### src/rtl/i2c_cfg_seq.sv
// Codec register-initialisation sequencer: walks a 16-entry word ROM into the I2C master
// with power-up delay, inter-transfer gap and NACK retry. Define I2C_CFG_SEQ_TIMEOUT_EN for a WAIT_DONE watchdog.
module i2c_cfg_seq #(
    parameter int NUM_WORDS      = 10,
    parameter int PWR_DELAY      = 1000,
    parameter int GAP_CYCLES     = 50,
    parameter int RETRY_MAX      = 3,
    parameter int TIMEOUT_CYCLES = 100000
) (
    input  logic        clk,
    input  logic        reset,
    input  logic        start,
    output logic        xfer_req,
    output logic [15:0] xfer_data,
    input  logic        xfer_done,
    input  logic        xfer_nack,
    output logic        busy,
    output logic        cfg_done,
    output logic        cfg_err,
    output logic [3:0]  word_idx
);

    localparam logic [2:0] S_IDLE      = 3'd0;
    localparam logic [2:0] S_PWR_WAIT  = 3'd1;
    localparam logic [2:0] S_ISSUE     = 3'd2;
    localparam logic [2:0] S_WAIT_DONE = 3'd3;
    localparam logic [2:0] S_GAP       = 3'd4;
    localparam logic [2:0] S_DONE      = 3'd5;
    localparam logic [2:0] S_ERROR     = 3'd6;

    // One counter serves the power-up wait, the gap and the watchdog; it is sized for the largest.
    localparam int CNT_PG  = (PWR_DELAY > GAP_CYCLES) ? PWR_DELAY : GAP_CYCLES;
    localparam int CNT_MAX = (CNT_PG > TIMEOUT_CYCLES) ? CNT_PG : TIMEOUT_CYCLES;
    localparam int CNT_W   = $clog2(CNT_MAX + 2);

    localparam logic [3:0]  LAST_IDX  = 4'(NUM_WORDS - 1);
    localparam logic [7:0]  RETRY_LIM = 8'(RETRY_MAX);

    // Entry 15 sits at the MSB end, entry 0 at the LSB end.
    localparam logic [16*16-1:0] TABLE_INIT = {
        16'h0000, 16'h0000, 16'h0000, 16'h0000, 16'h0000, 16'h0000,
        16'h1201, 16'h0479, 16'h0217, 16'h0017, 16'h1000,
        16'h0A06, 16'h0812, 16'h0E01, 16'h0C10, 16'h1E00
    };

    logic [15:0] rom_words [16];

    generate
        for (genvar gi = 0; gi < 16; gi++) begin : g_rom
            assign rom_words[gi] = TABLE_INIT[gi*16 +: 16];
        end
    endgenerate

    logic [2:0]       state_reg;
    logic [CNT_W-1:0] cnt_reg;
    logic [7:0]       retry_reg;
    logic [3:0]       word_idx_reg;
    logic [15:0]      xfer_data_reg;
    logic             xfer_req_reg;
    logic             cfg_done_reg;
    logic             cfg_err_reg;
    logic             start_q_reg;
    logic             last_ok_reg;

    logic start_edge;
    logic pwr_expired;
    logic gap_expired;
    logic resp_next;
    logic resp_nack_next;

    assign start_edge  = start & ~start_q_reg;
    assign pwr_expired = (PWR_DELAY <= 1) || (cnt_reg == CNT_W'(PWR_DELAY - 1));
    assign gap_expired = (GAP_CYCLES <= 1) || (cnt_reg == CNT_W'(GAP_CYCLES - 1));

`ifdef I2C_CFG_SEQ_TIMEOUT_EN
    logic timeout_hit;
    // A watchdog expiry is handled as a NACK; a real completion in the same cycle takes priority.
    assign timeout_hit    = (TIMEOUT_CYCLES <= 1) || (cnt_reg == CNT_W'(TIMEOUT_CYCLES - 1));
    assign resp_next      = xfer_done | timeout_hit;
    assign resp_nack_next = xfer_done ? xfer_nack : 1'b1;
`else
    assign resp_next      = xfer_done;
    assign resp_nack_next = xfer_nack;
`endif

    always_ff @(posedge clk) begin
        if (reset) begin
            state_reg     <= S_IDLE;
            cnt_reg       <= '0;
            retry_reg     <= '0;
            word_idx_reg  <= '0;
            xfer_data_reg <= '0;
            xfer_req_reg  <= 1'b0;
            cfg_done_reg  <= 1'b0;
            cfg_err_reg   <= 1'b0;
            start_q_reg   <= 1'b0;
            last_ok_reg   <= 1'b0;
        end else begin
            start_q_reg  <= start;
            xfer_req_reg <= 1'b0;
            case (state_reg)
                S_IDLE, S_DONE, S_ERROR: begin
                    if (start_edge) begin
                        word_idx_reg <= '0;
                        retry_reg    <= '0;
                        cnt_reg      <= '0;
                        cfg_done_reg <= 1'b0;
                        cfg_err_reg  <= 1'b0;
                        state_reg    <= S_PWR_WAIT;
                    end
                end
                S_PWR_WAIT: begin
                    if (pwr_expired) state_reg <= S_ISSUE;
                    else             cnt_reg   <= cnt_reg + 1'b1;
                end
                S_ISSUE: begin
                    xfer_req_reg  <= 1'b1;
                    xfer_data_reg <= rom_words[word_idx_reg];
                    cnt_reg       <= '0;
                    state_reg     <= S_WAIT_DONE;
                end
                S_WAIT_DONE: begin
                    if (resp_next) begin
                        cnt_reg <= '0;
                        if (!resp_nack_next) begin
                            last_ok_reg <= 1'b1;
                            state_reg   <= S_GAP;
                        end else if (retry_reg < RETRY_LIM) begin
                            retry_reg   <= retry_reg + 1'b1;
                            last_ok_reg <= 1'b0;
                            state_reg   <= S_GAP;
                        end else begin
                            cfg_err_reg <= 1'b1;
                            state_reg   <= S_ERROR;
                        end
                    end
`ifdef I2C_CFG_SEQ_TIMEOUT_EN
                    else begin
                        cnt_reg <= cnt_reg + 1'b1;
                    end
`endif
                end
                S_GAP: begin
                    if (!gap_expired) begin
                        cnt_reg <= cnt_reg + 1'b1;
                    end else if (last_ok_reg && word_idx_reg == LAST_IDX) begin
                        cfg_done_reg <= 1'b1;
                        state_reg    <= S_DONE;
                    end else begin
                        if (last_ok_reg) begin
                            word_idx_reg <= word_idx_reg + 1'b1;
                            retry_reg    <= '0;
                        end
                        state_reg <= S_ISSUE;
                    end
                end
                default: state_reg <= S_IDLE;
            endcase
        end
    end

    assign xfer_req  = xfer_req_reg;
    assign xfer_data = xfer_data_reg;
    assign busy      = !(state_reg == S_IDLE || state_reg == S_DONE || state_reg == S_ERROR);
    assign cfg_done  = cfg_done_reg;
    assign cfg_err   = cfg_err_reg;
    assign word_idx  = word_idx_reg;

endmodule
### config.mk
export PLATFORM = sky130hd
export DESIGN_NAME = i2c_cfg_seq
export DESIGN_NICKNAME = d
export VERILOG_FILES = /design/src/rtl/i2c_cfg_seq.sv
export SDC_FILE = /design/constraint.sdc
export NUM_CORES = 1
export LEC_CHECK = 0
export CAP_MARGIN = 40
export CELL_PAD_IN_SITES_DETAIL_PLACEMENT = 1
export CELL_PAD_IN_SITES_GLOBAL_PLACEMENT = 2
export CORE_MARGIN = 2
export CORE_UTILIZATION = 37
export CTS_BUF_LIST = sky130_fd_sc_hd__clkbuf_4
export DETAILED_ROUTE_END_ITERATION = 12
export HOLD_SLACK_MARGIN = 0.06
export PLACE_DENSITY = 0.9
export SLEW_MARGIN = 10
export SYNTH_ARGS = -nofsm -noshare
export SYNTH_HDL_FRONTEND = slang
export SYNTH_SLANG_ARGS = --single-unit
export TNS_END_PERCENT = 10
### constraint.sdc
create_clock -name clk -period 2.7 [get_ports clk]
set_input_delay 0.54 -clock clk [delete_from_list [all_inputs] [get_ports clk]]
set_output_delay 0.54 -clock clk [all_outputs]
set_load 0.05 [all_outputs]
# --- Yosys cells after proc, flatten, opt, wreduce, memory -nomap -nowiden ---
# Memories as Yosys holds them, arrays and structs flattened. A register that Yosys moved wholly into a read port is not among the register bits.
# Index checks and enable logic that the tools add are counted.
totals:
  mem_bits_ro: 256
  output_inout_bits: 24
  regBits: 37
  n_memories: 1
classes:
  addsub: 3
  n_eq_ne: 22
  n_mux: 37
  bitwise: 3
  magnitude_cmp: 1
  n_reduce_logical: 17
memory_table:
  columns: ["memory", "depth", "width", "read_ports", "rd_ports_with_merged_regs", "wr", "line_no", "source"]
  rows:
  - ["(name not given)", 16, 16, 1, 1, 0, "118", "xfer_data_reg <= rom_words[word_idx_reg];"]
ops:
  columns: ["op", "count"]
  rows:
  - ["$pmux W17 S5", 1]
  - ["$mux W17", 4]
  - ["$mux W8", 7]
  - ["$ne A2 B2 Y1 const B", 12]
  - ["$pmux W8 S3", 1]
  - ["$add A17 B1 Y17 const B", 1]
  - ["$eq A17 B10 Y1 const B", 1]
  - ["$eq A17 B6 Y1 const B", 1]
  - ["$mux W4", 4]
  - ["$mux W3", 5]
  - ["$pmux W3 S5", 1]
  - ["$reduce_and A5 Y1", 3]
  - ["$eq A3 B3 Y1 const B", 3]
  - ["$mux W1", 9]
  - ["$add A8 B1 Y8 const B", 1]
  - ["$lt A8 B2 Y1 const B", 1]
  - ["$pmux W4 S2", 1]
  - ["$reduce_and A4 Y1", 2]
  - ["$reduce_and A8 Y1", 1]
  - ["$eq A3 B2 Y1 const B", 2]
  - ["$not A4 Y5", 1]
  - ["$reduce_bool A5 Y1", 1]
  - ["$add A4 B1 Y4 const B", 1]
  - ["$eq A4 B4 Y1 const B", 1]
  - ["other kinds (14)", 18]

# --- Logic depth before layout (Yosys ltp) ---
depth:
  ltp_word: 5
  depth_mapped: 7
  depth_no_buf: 7

# --- Worst setup path before layout ---
# Ideal clock, no wire load.
synth_timing:
  kind: "register -> register"
  from: "register state_reg[1]"
  to: "register retry_reg[3]"
  setup_slack_ns: 0.558
  path_stages_with_launch: 7
  t_arrival_ns: 2.083
  required_time_ns: 2.641
  path_buffers: 1
  period_less_slack_ns: 2.142
  path_cell_list: "dfxtp_1 buf_4 and3b_2 a21oi_1 nor2_1 nor3_1 and2_1"
synth_between:
  elab_chain_len: 4
  word_cells_on_any_way: 16
  classes_between: "eq/ne: 11; mux: 1; reduce/logical: 4"
synth_lines:
  columns: ["item", "line_no", "source"]
  rows:
  - ["from (decl)", "54", "logic [2:0] state_reg;"]
  - ["from (signal assigned)", "88", "state_reg <= S_IDLE;"]
  - ["from (signal assigned)", "109", "state_reg <= S_PWR_WAIT;"]
  - ["from (signal assigned)", "113", "if (pwr_expired) state_reg <= S_ISSUE;"]
  - ["$eq A3 B3 Y1 / $logic_not A3 Y1 (equally long branches)", "101", "case (state_reg)"]
  - ["$reduce_or A3 Y1", "101", null]
  - ["$ne A2 B2 Y1 (no line) / $reduce_bool A3 Y1 (equally long branches)", null, null]
  - ["$reduce_and A8 Y1 (no line)", null, null]
  - ["to (signal assigned)", "129", "retry_reg <= retry_reg + 1'b1;"]
  - ["to (decl)", "56", "logic [7:0] retry_reg;"]
# Parallel ways exist; a longest one is shown, timed or not.
# A chain may end at the register's enable or synchronous reset.

# --- Worst setup path in the final report ---
layout_timing:
  from: "register word_idx_reg[3] (netlist: word_idx[3])"
  to: "output port word_idx[3]"
layout_rtl:
  columns: ["item", "line_no", "source"]
  rows:
  - ["from (decl)", "57", "logic [3:0] word_idx_reg;"]
  - ["from (signal assigned)", "151", "word_idx_reg <= word_idx_reg + 1'b1;"]
  - ["to (decl)", "20", "output logic [3:0] word_idx"]
# No word-level cell between the ends.

==> flow_metrics.tcl <==
set metrics [dict create \
    clkLatencyLatePin_ns 0.36 \
    min_from "xfer_data[0]$_SDFFE_PP0P_" \
    mostFrequentLayoutCells "dfxtp_1 (46), a21oi_1 (30), nor2_1 (24)" \
    dr_total_vias 2249 \
    synth-edff-count 0 \
    maxCapViolations 0 \
    worst_clock_skew_ns 0.0141 \
    largest_reg_flops 17 \
    rows 30 \
    io_pins 29 \
    drt_pass1_iterations 4 \
    cp-end-kind "output pin" \
    final.setup.tns_ns 0 \
    place.gp.congestion 0.779 \
    yosysSeqAreaShare_pct 36.7 \
    synthCells 301 \
    antenna_found_initial 0 \
    synth_top_family_by_area "simple AND/OR/NAND/NOR gates" \
    htree_levels 2 \
    dieArea_mm2 0.00745 \
    hold_path.class "reg -> reg" \
    num-fill-cells 802 \
    power_leakage_nw 0.987 \
    yosysWarnings 0 \
    grt_pass1_wl_um 10300 \
    viasPerCell 5.58 \
    arrival_ns 1.84 \
    placed_area_mm2 0.00276 \
    crit_required_ns 2.16 \
    max_freq_ghz 0.419 \
    post_cts_resized 0 \
    avgSynthCellArea_um2 8.33 \
    crit_family "buffers and inverters" \
    root_buffer "clkbuf_4" \
    slowest_stage "clkdlybuf4s50_1" \
    post_cts_buffers 0 \
    hpwl_um 4340 \
    crit_path_max_incr_delay_ns 0.89 \
    powerDensity_mw_per_mm2 697 \
    finalSetupViolCount 0 \
    drcViolationCount 0 \
    start_kind "flop" \
    final_core_util_pct 42.5 \
    synthMuxAreaShare_pct 2.00 \
    crit_buf_inv 1 \
    drive_gt1_share_pct 7.74 \
    coreArea_mm2 0.00668 \
    cts_sinks 46 \
    cp-startpoint "word_idx[3]$_SDFFE_PP0P_" \
    synthSimpleGateAreaFrac_pct 27.0 \
    slew_headroom_pct 56.6 \
    fin_hold_ws_ns 0.474 \
    cp_cell_sequence "clkdlybuf4s50_1" \
    synth-async-reset-ratio_pct 0 \
    synth_compound_area_share_pct 20.5 \
    stdcell_count 403 \
    numCtsBuffers 5 \
    fin_area_mm2 0.00284 \
    hold_viol_final 0 \
    die_h_um 86.3 \
    ant_nets 0 \
    drt_iter0_drc 76 \
    port_buffers 23 \
    ys.flop_type "dfxtp_1" \
    layout.nets 336 \
    max_slew.worst_pin.slew_ns 0.645 \
    max-clock-path-buffers 2 \
    grt_max_degree 18 \
    gr-total-overflow 0 \
    synth_area_mm2 0.00251 \
    routedWlPerCell_um 14.9 \
    area_delta_synth_final_pct 13.3 \
    synth-seq-cells 46 \
    synthXorXnorAreaFrac_pct 1.05 \
    worstReg2RegStart "state_reg[2]$_SDFFE_PP0P_" \
    finalCritPeriodShare_pct 88.3 \
    yosys.area_share.adder_pct 4.89 \
    grt_pass1_vias 2144 \
    rsz0062_at_grt "no" \
    clk_pin_slew_ns 0.15 \
    outcome "complete, no violations" \
    routed_wirelength_um 5990 \
    multi_input_area_mm2 0.00141 \
    mostFrequentLayoutCell "dfxtp_1" \
    seq_area_um2 921 \
    slew_violations 0 \
    post-place-cells 395 \
    yosysUniqueCellTypes 58 \
    grt_usage_pct 16.9 \
    fin_crit_ns 2.38 \
    start_util_pct 37.5 \
    path_class "reg -> out" \
    n_antenna_cell 0 \
    die_w_um 86.3 \
    ctsHoldBuffers 0 \
    vdd_drop_max_mv 0.424 \
    crit_fanout 12 \
    cts_tree "built" \
]
==> per-stage QoR <==
step                      total power [mW]  setup slack [ns]
after global placement                1.55             0.160
after floorplan                       1.37             0.558
after detailed placement              1.56             0.116
after CTS                             2.01             0.306
final                                 1.98             0.315
after global routing                  2.11             0.203
==> cells in the mapped netlist (all sizes together) (2+ instances only) <==
| library cell | count | area [um2] |
|---|---|---|
| dfxtp | 46 | 921 |
| a21oi | 30 | 150 |
| nor2 | 24 | 90.1 |
| o21ai | 23 | 115 |
| nand2 | 16 | 60.1 |
| buf | 15 | 116 |
| inv | 15 | 56.3 |
| nand3 | 14 | 70.1 |
| or3 | 14 | 87.6 |
| ha | 9 | 113 |
| nor3 | 9 | 45.0 |
| nand4 | 6 | 43.8 |
| mux2i | 5 | 50.1 |
| nor3b | 5 | 37.5 |
| nor4 | 5 | 31.3 |
| and2 | 4 | 26.3 |
| nand2b | 4 | 25.0 |
| nor2b | 4 | 32.5 |
| a22oi | 3 | 22.5 |
| and3 | 3 | 18.8 |
| clkbuf | 3 | 11.3 |
| o31ai | 3 | 36.3 |
| or2 | 3 | 18.8 |
| xnor2 | 3 | 26.3 |
| a2111oi | 2 | 17.5 |
| a221o | 2 | 20.0 |
| a311oi | 2 | 17.5 |
| a31oi | 2 | 12.5 |
| and4 | 2 | 17.5 |
| and4b | 2 | 20.0 |
| o211ai | 2 | 15.0 |
| o21bai | 2 | 15.0 |
==> path summary, 6_finish.rpt <==
| check | to | slack [ns] | cells past startpoint |
|---|---|---|---|
| setup / recovery | word_idx[3] | 0.32 | 1 |
| hold / removal | xfer_data[0]$_SDFFE_PP0P_ | 0.47 | 2 |
| setup reg to reg | cnt_reg[16]$_SDFFE_PP0P_ | 0.54 | 5 |
| hold reg to reg | xfer_data[0]$_SDFFE_PP0P_ | 0.47 | 2 |
==> power by group <==
part / internal [mW] / total (mW) / switching [mW]
Clock: 0.197 / 0.436 / 0.239
Sequential: 0.735 / 0.815 / 0.0802
Combinational: 0.256 / 0.730 / 0.474
Total: 1.19 / 1.98 / 0.793
==> logic make-up (layout without fill, tap and decap cells) <==
kind of cell	count (synthesis)	after routing
xor gates and xnor gates	3	3
muxes	5	5
and+or+nand+nor	121	121
AOI/OAI and AO/OA	81	81
DFF	46	46
buffers and inverters	34	52
other	1	5
adders and majority gates	10	10
==> routing by layer <==
layer  global-route usage [%]  vias to the layer above  part of all wire (%)  wire [um]
li1                         -                     1124                     -          -
met4                     3.69                        0                  0.57         34
met2                     27.5                       30                    46       2760
met1                     23.7                     1093                    50       3020
met3                     2.57                        2                   2.9        174
met5                        0                        -                     0          0
==> final cells by class <==
cell class,count,share of cell area (%)
clock buffer,5,1.32
clock inverter,3,1.54
inverter,15,1.98
multi-input combinational,225,49.6
sequential,46,32.4
tap,80,3.52
timing repair buffer,29,9.60
(Power assumes the default switching activity.)
